`src/rtl/alu_arb_pkg.sv`:
```
// Shared definitions for the round-robin ALU arbiter: op codes, FSM states
// and the width of the optional statistics counters.
package alu_arb_pkg;

  localparam logic [2:0] OP_ADD  = 3'd0;
  localparam logic [2:0] OP_SUB  = 3'd1;
  localparam logic [2:0] OP_MUL  = 3'd2;
  localparam logic [2:0] OP_NOR  = 3'd3;
  localparam logic [2:0] OP_NAND = 3'd4;
  localparam logic [2:0] OP_MAX  = 3'd4;

  localparam int unsigned STAT_W = 16;

  typedef enum logic [1:0] {
    ST_IDLE = 2'd0,
    ST_EXEC = 2'd1,
    ST_RESP = 2'd2
  } state_e;

endpackage

```
`src/rtl/alu_2_13.sv`:
```
// Shared combinational ALU core. Add/sub wrap at WIDTH bits, mul gives the
// full 2*WIDTH product, logic ops are bitwise; narrow results are zero-extended.
module alu_2_13
  import alu_arb_pkg::*;
#(
  parameter int unsigned WIDTH = 4
) (
  input  logic [2:0]         i_op,
  input  logic [WIDTH-1:0]   i_a,
  input  logic [WIDTH-1:0]   i_b,
  output logic [2*WIDTH-1:0] o_y
);

  logic [WIDTH-1:0]   w_narrow;
  logic [2*WIDTH-1:0] w_a_ext;
  logic [2*WIDTH-1:0] w_b_ext;

  assign w_a_ext = {{WIDTH{1'b0}}, i_a};
  assign w_b_ext = {{WIDTH{1'b0}}, i_b};

  // Select the result for the current op code
  always_comb begin
    w_narrow = '0;
    o_y      = '0;
    case (i_op)
      OP_ADD: begin
        w_narrow = i_a + i_b;
        o_y      = {{WIDTH{1'b0}}, w_narrow};
      end
      OP_SUB: begin
        w_narrow = i_a - i_b;
        o_y      = {{WIDTH{1'b0}}, w_narrow};
      end
      OP_MUL: o_y = w_a_ext * w_b_ext;
      OP_NOR: begin
        w_narrow = ~(i_a | i_b);
        o_y      = {{WIDTH{1'b0}}, w_narrow};
      end
      OP_NAND: begin
        w_narrow = ~(i_a & i_b);
        o_y      = {{WIDTH{1'b0}}, w_narrow};
      end
      default: o_y = '0;
    endcase
  end

endmodule

```
`src/rtl/alu_rr_arbiter.sv`:
```
// Round-robin arbiter sharing one ALU core between two requesters.
// IDLE grants and captures a request, EXEC registers the ALU result,
// RESP holds the tagged response until the consumer takes it.
// Optional statistics counters are enabled by defining ALU_RR_ARBITER_STATS_EN.
module alu_rr_arbiter
  import alu_arb_pkg::*;
#(
  parameter int unsigned WIDTH = 4
) (
  input  logic               clk,
  input  logic               rst,
  input  logic [1:0]         req_valid,
  output logic [1:0]         req_ready,
  input  logic [2:0]         req_op0,
  input  logic [2:0]         req_op1,
  input  logic [WIDTH-1:0]   req_a0,
  input  logic [WIDTH-1:0]   req_b0,
  input  logic [WIDTH-1:0]   req_a1,
  input  logic [WIDTH-1:0]   req_b1,
  output logic               rsp_valid,
  input  logic               rsp_ready,
  output logic               rsp_id,
  output logic [2*WIDTH-1:0] rsp_data,
  output logic               rsp_err,
  output logic               busy
`ifdef ALU_RR_ARBITER_STATS_EN
  ,
  output logic [STAT_W-1:0]  grant_cnt0,
  output logic [STAT_W-1:0]  grant_cnt1,
  output logic [STAT_W-1:0]  err_cnt
`endif
);

  state_e             r_state;
  state_e             w_state_next;
  logic [2:0]         r_op;
  logic [WIDTH-1:0]   r_a;
  logic [WIDTH-1:0]   r_b;
  logic               r_id;
  logic               r_last_grant;
  logic [2*WIDTH-1:0] r_rsp_data;
  logic               r_rsp_err;

  logic [1:0]         w_grant;
  logic               w_accept;
  logic               w_sel_id;
  logic               w_op_illegal;
  logic [2:0]         w_alu_op;
  logic [2*WIDTH-1:0] w_alu_y;
  logic               w_rsp_take;

  // Grant at most one requester in IDLE; on contention prefer the one not served last
  always_comb begin
    w_grant = 2'b00;
    if (r_state == ST_IDLE) begin
      unique case (req_valid)
        2'b01:   w_grant = 2'b01;
        2'b10:   w_grant = 2'b10;
        2'b11:   w_grant = r_last_grant ? 2'b01 : 2'b10;
        default: w_grant = 2'b00;
      endcase
    end
  end

  // A grant is only ever issued to a valid requester, so any grant is a handshake
  assign w_accept   = |w_grant;
  assign w_sel_id   = w_grant[1];
  assign w_rsp_take = (r_state == ST_RESP) && rsp_ready;

  // Illegal op codes run the ALU as an add; the result is discarded anyway
  assign w_op_illegal = (r_op > OP_MAX);
  assign w_alu_op     = w_op_illegal ? OP_ADD : r_op;

  alu_2_13 #(
    .WIDTH (WIDTH)
  ) u_alu (
    .i_op (w_alu_op),
    .i_a  (r_a),
    .i_b  (r_b),
    .o_y  (w_alu_y)
  );

  // Next-state logic
  always_comb begin
    w_state_next = r_state;
    unique case (r_state)
      ST_IDLE: if (w_accept) w_state_next = ST_EXEC;
      ST_EXEC: w_state_next = ST_RESP;
      ST_RESP: if (rsp_ready) w_state_next = ST_IDLE;
      default: w_state_next = ST_IDLE;
    endcase
  end

  // State register
  always_ff @(posedge clk) begin
    if (rst) begin
      r_state <= ST_IDLE;
    end else begin
      r_state <= w_state_next;
    end
  end

  // Operand capture on accept and result registration in EXEC
  always_ff @(posedge clk) begin
    if (rst) begin
      r_op         <= '0;
      r_a          <= '0;
      r_b          <= '0;
      r_id         <= 1'b0;
      r_last_grant <= 1'b1;
      r_rsp_data   <= '0;
      r_rsp_err    <= 1'b0;
    end else begin
      if (w_accept) begin
        r_op         <= w_sel_id ? req_op1 : req_op0;
        r_a          <= w_sel_id ? req_a1  : req_a0;
        r_b          <= w_sel_id ? req_b1  : req_b0;
        r_id         <= w_sel_id;
        r_last_grant <= w_sel_id;
      end
      if (r_state == ST_EXEC) begin
        r_rsp_data <= w_op_illegal ? '0 : w_alu_y;
        r_rsp_err  <= w_op_illegal;
      end
    end
  end

  assign req_ready = w_grant;
  assign rsp_valid = (r_state == ST_RESP);
  assign rsp_id    = r_id;
  assign rsp_data  = r_rsp_data;
  assign rsp_err   = r_rsp_err;
  assign busy      = (r_state != ST_IDLE);

`ifdef ALU_RR_ARBITER_STATS_EN
  logic [STAT_W-1:0] r_grant_cnt0;
  logic [STAT_W-1:0] r_grant_cnt1;
  logic [STAT_W-1:0] r_err_cnt;

  // Saturating per-requester grant counters and error-response counter
  always_ff @(posedge clk) begin
    if (rst) begin
      r_grant_cnt0 <= '0;
      r_grant_cnt1 <= '0;
      r_err_cnt    <= '0;
    end else begin
      if (w_accept && !w_sel_id && (r_grant_cnt0 != '1)) r_grant_cnt0 <= r_grant_cnt0 + 1'b1;
      if (w_accept && w_sel_id && (r_grant_cnt1 != '1))  r_grant_cnt1 <= r_grant_cnt1 + 1'b1;
      if (w_rsp_take && r_rsp_err && (r_err_cnt != '1))  r_err_cnt    <= r_err_cnt + 1'b1;
    end
  end

  assign grant_cnt0 = r_grant_cnt0;
  assign grant_cnt1 = r_grant_cnt1;
  assign err_cnt    = r_err_cnt;
`else
  logic w_unused_take;
  assign w_unused_take = w_rsp_take;
`endif

endmodule

```
`config.mk`:
```
export PLATFORM = sky130hd
export DESIGN_NAME = alu_rr_arbiter
export DESIGN_NICKNAME = d
export VERILOG_FILES = /design/src/rtl/alu_arb_pkg.sv /design/src/rtl/alu_2_13.sv /design/src/rtl/alu_rr_arbiter.sv
export SDC_FILE = /design/constraint.sdc
export NUM_CORES = 1
export LEC_CHECK = 0
export ABC_CLOCK_PERIOD_IN_PS = 3900
export CORE_UTILIZATION = 64
export CTS_CLUSTER_SIZE = 20
export DETAILED_ROUTE_END_ITERATION = 7
export DONT_BUFFER_PORTS = 1
export PLACE_DENSITY = 0.8
export SKIP_CTS_REPAIR_TIMING = 1
export SLEW_MARGIN = 15
export SYNTH_ARGS = -nofsm -noshare
export SYNTH_HDL_FRONTEND = slang
export SYNTH_HIERARCHICAL = 1
export SYNTH_SLANG_ARGS = --single-unit
```
`constraint.sdc`:
```
create_clock -name clk -period 3.9 [get_ports clk]
set_clock_uncertainty 0.1 [all_clocks]
set_input_delay 0.195 -clock clk [delete_from_list [all_inputs] [get_ports clk]]
set_output_delay 0.195 -clock clk [all_outputs]
set_load 0.03 [all_outputs]
```
== Word-level counts from Yosys, hierarchy flattened ==
Index checks and enable logic that the tools add are counted.

* Add/sub/neg operators: 2
* Multiply operators: 1
* $lt $le $gt $ge: 1
* Equal/unequal tests: 11
* Muxes and demuxes: 12
* Bitwise operators: 4
* Reductions and logical operators: 5

{| class="wikitable"
|+ Operators with widths
! cell !! count
|-
| one-hot mux 8 bit (5 select lines) || 1
|-
| one-hot mux 2 bit (3 select lines) || 2
|-
| multiplier 4 x 4 -> 8 bit || 1
|-
| 2-to-1 mux 2 bit || 4
|-
| 2-to-1 mux 4 bit || 2
|-
| 2-to-1 mux 8 bit || 1
|-
| inverter 4 bit || 2
|-
| == test 2 bit (second input constant) || 3
|-
| == test 3 x 2 -> 1 bit (second input constant) || 2
|-
| 2-to-1 mux 3 bit || 2
|-
| adder 4 bit || 1
|-
| AND 4 bit || 1
|-
| == test 2 x 1 -> 1 bit (second input constant) || 2
|-
| OR 4 bit || 1
|-
| subtractor 4 bit || 1
|-
| == test 3 x 1 -> 1 bit (second input constant) || 1
|-
| == test 3 bit (second input constant) || 1
|-
| > comparator 3 bit (second input constant) || 1
|-
| zero test 3 bit || 1
|-
| zero test 2 bit || 1
|-
| != test 2 x 1 -> 1 bit (second input constant) || 1
|-
| != test 2 bit (second input constant) || 1
|-
| AND reduction 2 bit || 1
|-
| nonzero test 2 bit || 1
|-
| OR reduction 2 bit || 1
|}

* Register bits after elaboration: 24
* Bits of input ports: 27
* Output and inout bits: 14
* Word-level logic and storage cells: 44

== Longest topological paths before layout ==
* Depth after elaboration: 6
* Depth in mapped cells: 12
* Gate-level depth less buffers: 12

== Modules after synthesis ==
Netlist, hierarchy kept.

{| class="wikitable"
|+ By module, submodules not included
! module !! times used !! cells an instance !! area an instance (um^2) !! seq. area each (um^2)
|-
| alu_rr_arbiter || 1 || 132 || 1126.1 || 480.5
|-
| alu_2_13 || 1 || 116 || 888.4 || 0.0
|}

== Least setup slack after synthesis ==
OpenSTA, ideal clock, no wires.

* Kind: register to register
* From: register r_b[2]
* To: register r_rsp_data[6], in the netlist rsp_data[6]
* Setup time: 0.132 ns
* Arrival time: 2.695 ns
* Required time: 3.668 ns
* Path slack: 0.973 ns
* Stages on the path, launching flop included: 13
* Buffers on the path: 1
* Period minus slack after synthesis: 2.927 ns
* Path through: dfxtp_1 -> clkbuf_2 -> nand2_1 -> fa_1 -> inv_1 -> fa_1 -> fa_1 -> a21o_1 -> a21oi_1 -> xor2_1 -> nor2_1 -> nand3_1 -> a21oi_1

* Longest elaborated chain between the ends: 3

{| class="wikitable"
|+ RTL lines
! element !! RTL line !! text
|-
| start: declaration || alu_rr_arbiter.sv:38 || <nowiki>logic [WIDTH-1:0] r_b;</nowiki>
|-
| start signal: assignment || alu_rr_arbiter.sv:117 || <nowiki>r_b <= w_sel_id ? req_b1 : req_b0;</nowiki>
|-
| multiplier 4 x 4 -> 8 bit || alu_2_13.sv:34 || <nowiki>OP_MUL: o_y = w_a_ext * w_b_ext;</nowiki>
|-
| one-hot mux 8 bit (5 select lines) || alu_2_13.sv:25 || <nowiki>case (i_op)</nowiki>
|-
| net w_alu_y[6] || alu_rr_arbiter.sv:49 || <nowiki>logic [2*WIDTH-1:0] w_alu_y;</nowiki>
|-
| 2-to-1 mux 8 bit || alu_rr_arbiter.sv:122 || <nowiki>r_rsp_data <= w_op_illegal ? '0 : w_alu_y;</nowiki>
|-
| end signal: assignment || alu_rr_arbiter.sv:122 ||
|-
| end: declaration || alu_rr_arbiter.sv:41 || <nowiki>logic [2*WIDTH-1:0] r_rsp_data;</nowiki>
|}

The timed path passes the listed nets, and every way through them passes these cells.
A chain may end at the register's enable or synchronous reset.

== Worst setup path in the final report ==
* From: register r_b[2]
* To: register r_rsp_data[5], in the netlist rsp_data[5]

The elaborated chain is that of the path after synthesis.

==> results by group <==
Clock network
  • CTS H-tree lvls: 1
  • Clock root buffer: clkbuf_4
  • CTS tree: yes
  • Later-pin clock latency in the skew report: 0.31 ns
  • Clk buf depth: 2
  • Clock sink total: 24
  • Clock-pin transition on the worst setup and hold timing paths: 0.14 ns
  • Number of CTS-inserted buffers: 3

Setup path
  • Crit path max fanout: 9
  • Setup CP Type: flip-flop to flip-flop
  • Slowest cell delay on critical path: 0.52 ns
  • Critical Path, Cell by Cell: nand2_1, fa_1, inv_1, fa_1, ha_1, a21o_1, a21oi_1, xnor2_1, nor2_1, nand3_1, a21oi_1
  • CP startpoint kind: flip-flop
  • Cell family with most CP delay: adder cells
  • CP bufs+invs: 1
  • Required @ worst endpoint: 4.05 ns
  • Critical Path Slowest Stage Cell: dfxtp_1
  • Arr. time, crit path: 3.32 ns
  • CP endpoint kind: flip-flop

Worst hold path
  • Worst min path class: input port to flip-flop

Placement
  • DP Worst Slack: 0.793 ns
  • RD Place Congestion: 0.867
  • Hpwl dp: 3530 µm
  • I/O Buffers: 0

Timing
  • Fmax: 315 MHz
  • Final worst slack: 0.727 ns
  • Final Max Slew Viols: 0
  • Hold Vio Cnt, Final: 2
  • Final worst path period share: 81.4%
  • Unrepaired setup endpoints after global routing: false
  • Slew margin rel.: 38.1%
  • Setup TNS: 0 ns
  • Final Critical Period: 3.17 ns
  • Final setup fails: 0
  • Slew @ Worst Pin: 0.926 ns
  • Hold slack: -0.00929 ns

Synth
  • Syn Nets: 298
  • Multiplexer share of the synthesized area: 0.559%
  • Cell count after synthesis: 248
  • Post-Syn Area per Cell: 8.12 µm²
  • Seq/Total Area, Yosys: 23.9%
  • Synth Area in Simple Gates: 23.5%
  • Fraction of registers with async set or reset after synthesis: 0%
  • Yosys warnings: 6
  • Xor and xnor fraction of the mapped netlist area: 2.61%
  • Largest family of logic cells by synthesized area: compound AO/OA/AOI/OAI gates
  • Distinct cells, synth: 51
  • Compound-Gate Fraction of Synth Area: 25.2%
  • Post-synth EDFFs: 0
  • Cell Area, Synth: 2010 µm²
  • Seq cells post-synth: 24
  • Adder-cell area share of the yosys netlist: 16.1%
  • Ys flop type: dfxtp_1

Route
  • WL final: 4860 µm
  • Length of routed wiring on met1: 2130 µm
  • Vias per inst: 6.32
  • DR WL met2: 2380 µm
  • Initial drt markers: 111
  • Drt first pass iters: 4
  • Top layer in use: met4
  • Routed WL per cell: 16.2 µm
  • Met3 Wirelength: 217 µm
  • Routed Antenna Nets: 0
  • Via count: 1891
  • DRC Markers: 0

Outcome
  • Failing checks: hold timing
  • Status: complete, but fails checks

Die
  • Die area: 3380 µm²
  • Initial core utilization: 70.0%
  • Die width: 58.1 µm
  • Die H: 58.1 µm
  • # rows: 19
  • Ports: 41
  • Core area: 2880 µm²

Global route
  • Initial antenna violation count: 0
  • First-pass GRT wire length: 7310 µm
  • Total GRT Usage: 27.8%
  • Total gr overflow: 0
  • Vias in the first global route: 1693
  • Maximum number of pins on one net before global-route repair: 26

Layout
  • Area grow syn2layout: 10.6%
  • Antenna cell count: 0
  • Layout cells sized above 1: 8.56%
  • Number of nets in the layout: 308

Power
  • Maximum VDD drop: 0.291 mV
  • Leakage: 0.924 nW
  • PD cells: 378 nW/µm²

Flow run
  • Max Cap Violations: 0
-- state kept, by name, indices dropped and copies added, names as in the netlist --
signal / flops
rsp_err: 1
r_a: 4
r_last_grant: 1
r_op: 3
r_b: 4
r_state: 2
rsp_id: 1
rsp_data: 8
-- final timing paths --
path | startpoint | endpoint | slack [ns] | cells past startpoint
max | r_b[2] | rsp_data[5] | 0.73 | 11
min | req_a0[1] | r_a[1] | -0.009 | 2
max reg2reg | r_b[2] | rsp_data[5] | 0.73 | 11
min reg2reg | r_last_grant | r_last_grant | 0.46 | 2
-- cell usage in the layout, fill, tap and decap left out, drive strengths merged, types with 5 or more instances in the layout --
master / instances
dfxtp: 24
and2: 6
nor2: 17
nand4: 12
inv: 18
o21ai: 14
fa: 5
a311oi: 11
nand3: 10
nor2b: 8
ha: 18
nand2: 19
a21oi: 26
dlygate4sd3: 18
-- cell type report --
cell class,instances,area [µm²]
fill,222,649
tap,42,52.6
timing repair buffer,21,203
inverter,18,67.6
sequential,24,480
multi-input combinational,190,1370
clock buffer,3,22.5
clock inverter,1,30.0
-- worst register-to-register path, cell delays in order, from the launching register on --
cell     delay, ns
dfxtp_1       0.52
nand2_1       0.13
fa_1          0.52
inv_1         0.06
fa_1          0.52
ha_1          0.32
a21o_1        0.16
a21oi_1       0.30
xnor2_1       0.11
nor2_1        0.12
nand3_1       0.09
a21oi_1       0.17
-- layer usage --
metal  vias up  GRT usage (%)
li1        919              -
met1       887           35.0
met2        73           46.3
met3        12           4.24
met4         0           13.6
met5         -              0
-- Yosys cell counts, types with 2 or more instances --
cell      count  area (µm²)
a21oi_1      26         130
dfxtp_1      24         480
nand2_1      19        71.3
ha_1         18         225
inv_1        16        60.1
nor2_1       16        60.1
nand4_1      12        75.1
o21ai_1      12        60.1
nand3_1      10        50.1
nor2b_1       8        50.1
a311oi_1      6        52.6
buf_2         6        30.0
a311oi_2      5        75.1
and2_1        5        31.3
fa_1          5         100
a22oi_1       3        22.5
a31oi_1       3        18.8
buf_4         3        22.5
clkbuf_1      3        11.3
xnor2_1       3        26.3
xor2_1        3        26.3
a211o_1       2        17.5
a21o_1        2        15.0
buf_6         2        22.5
inv_2         2        7.51
nand2b_1      2        12.5
nand3b_1      2        15.0
nor3_1        2        10.0
nor3b_2       2        25.0
o21a_1        2        15.0
o21ai_0       2        10.0
o221ai_1      2        17.5
or2_1         2        12.5
-- through the flow --
step                total power, mW  area [µm²]  util, %  cells
floorplan                     0.582        2010        -    248
global placement              0.622        1990     69.3    277
detailed placement            0.636        1990     69.3    277
CTS                           0.812        2050     71.2    281
global route                  0.890        2230     77.4    299
finish                        0.842        2230     77.4    299
-- logic make-up after synthesis --
logic type                 count (synthesis)
DFF                                       24
buffers and inverters                     34
xor gates and xnor gates                   6
and+or+nand+nor                           87
muxes                                      1
AOI/OAI and AO/OA                         73
adders and majority gates                 23
-- power breakdown --
part	internal (mW)	total [mW]	switching (mW)	leakage (nW)
sequential	0.271	0.320	0.0490	0.198
combinational	0.149	0.345	0.196	0.699
clock	0.104	0.178	0.0739	0.0279
total	0.523	0.842	0.319	0.924
(Power assumes the default switching activity.)
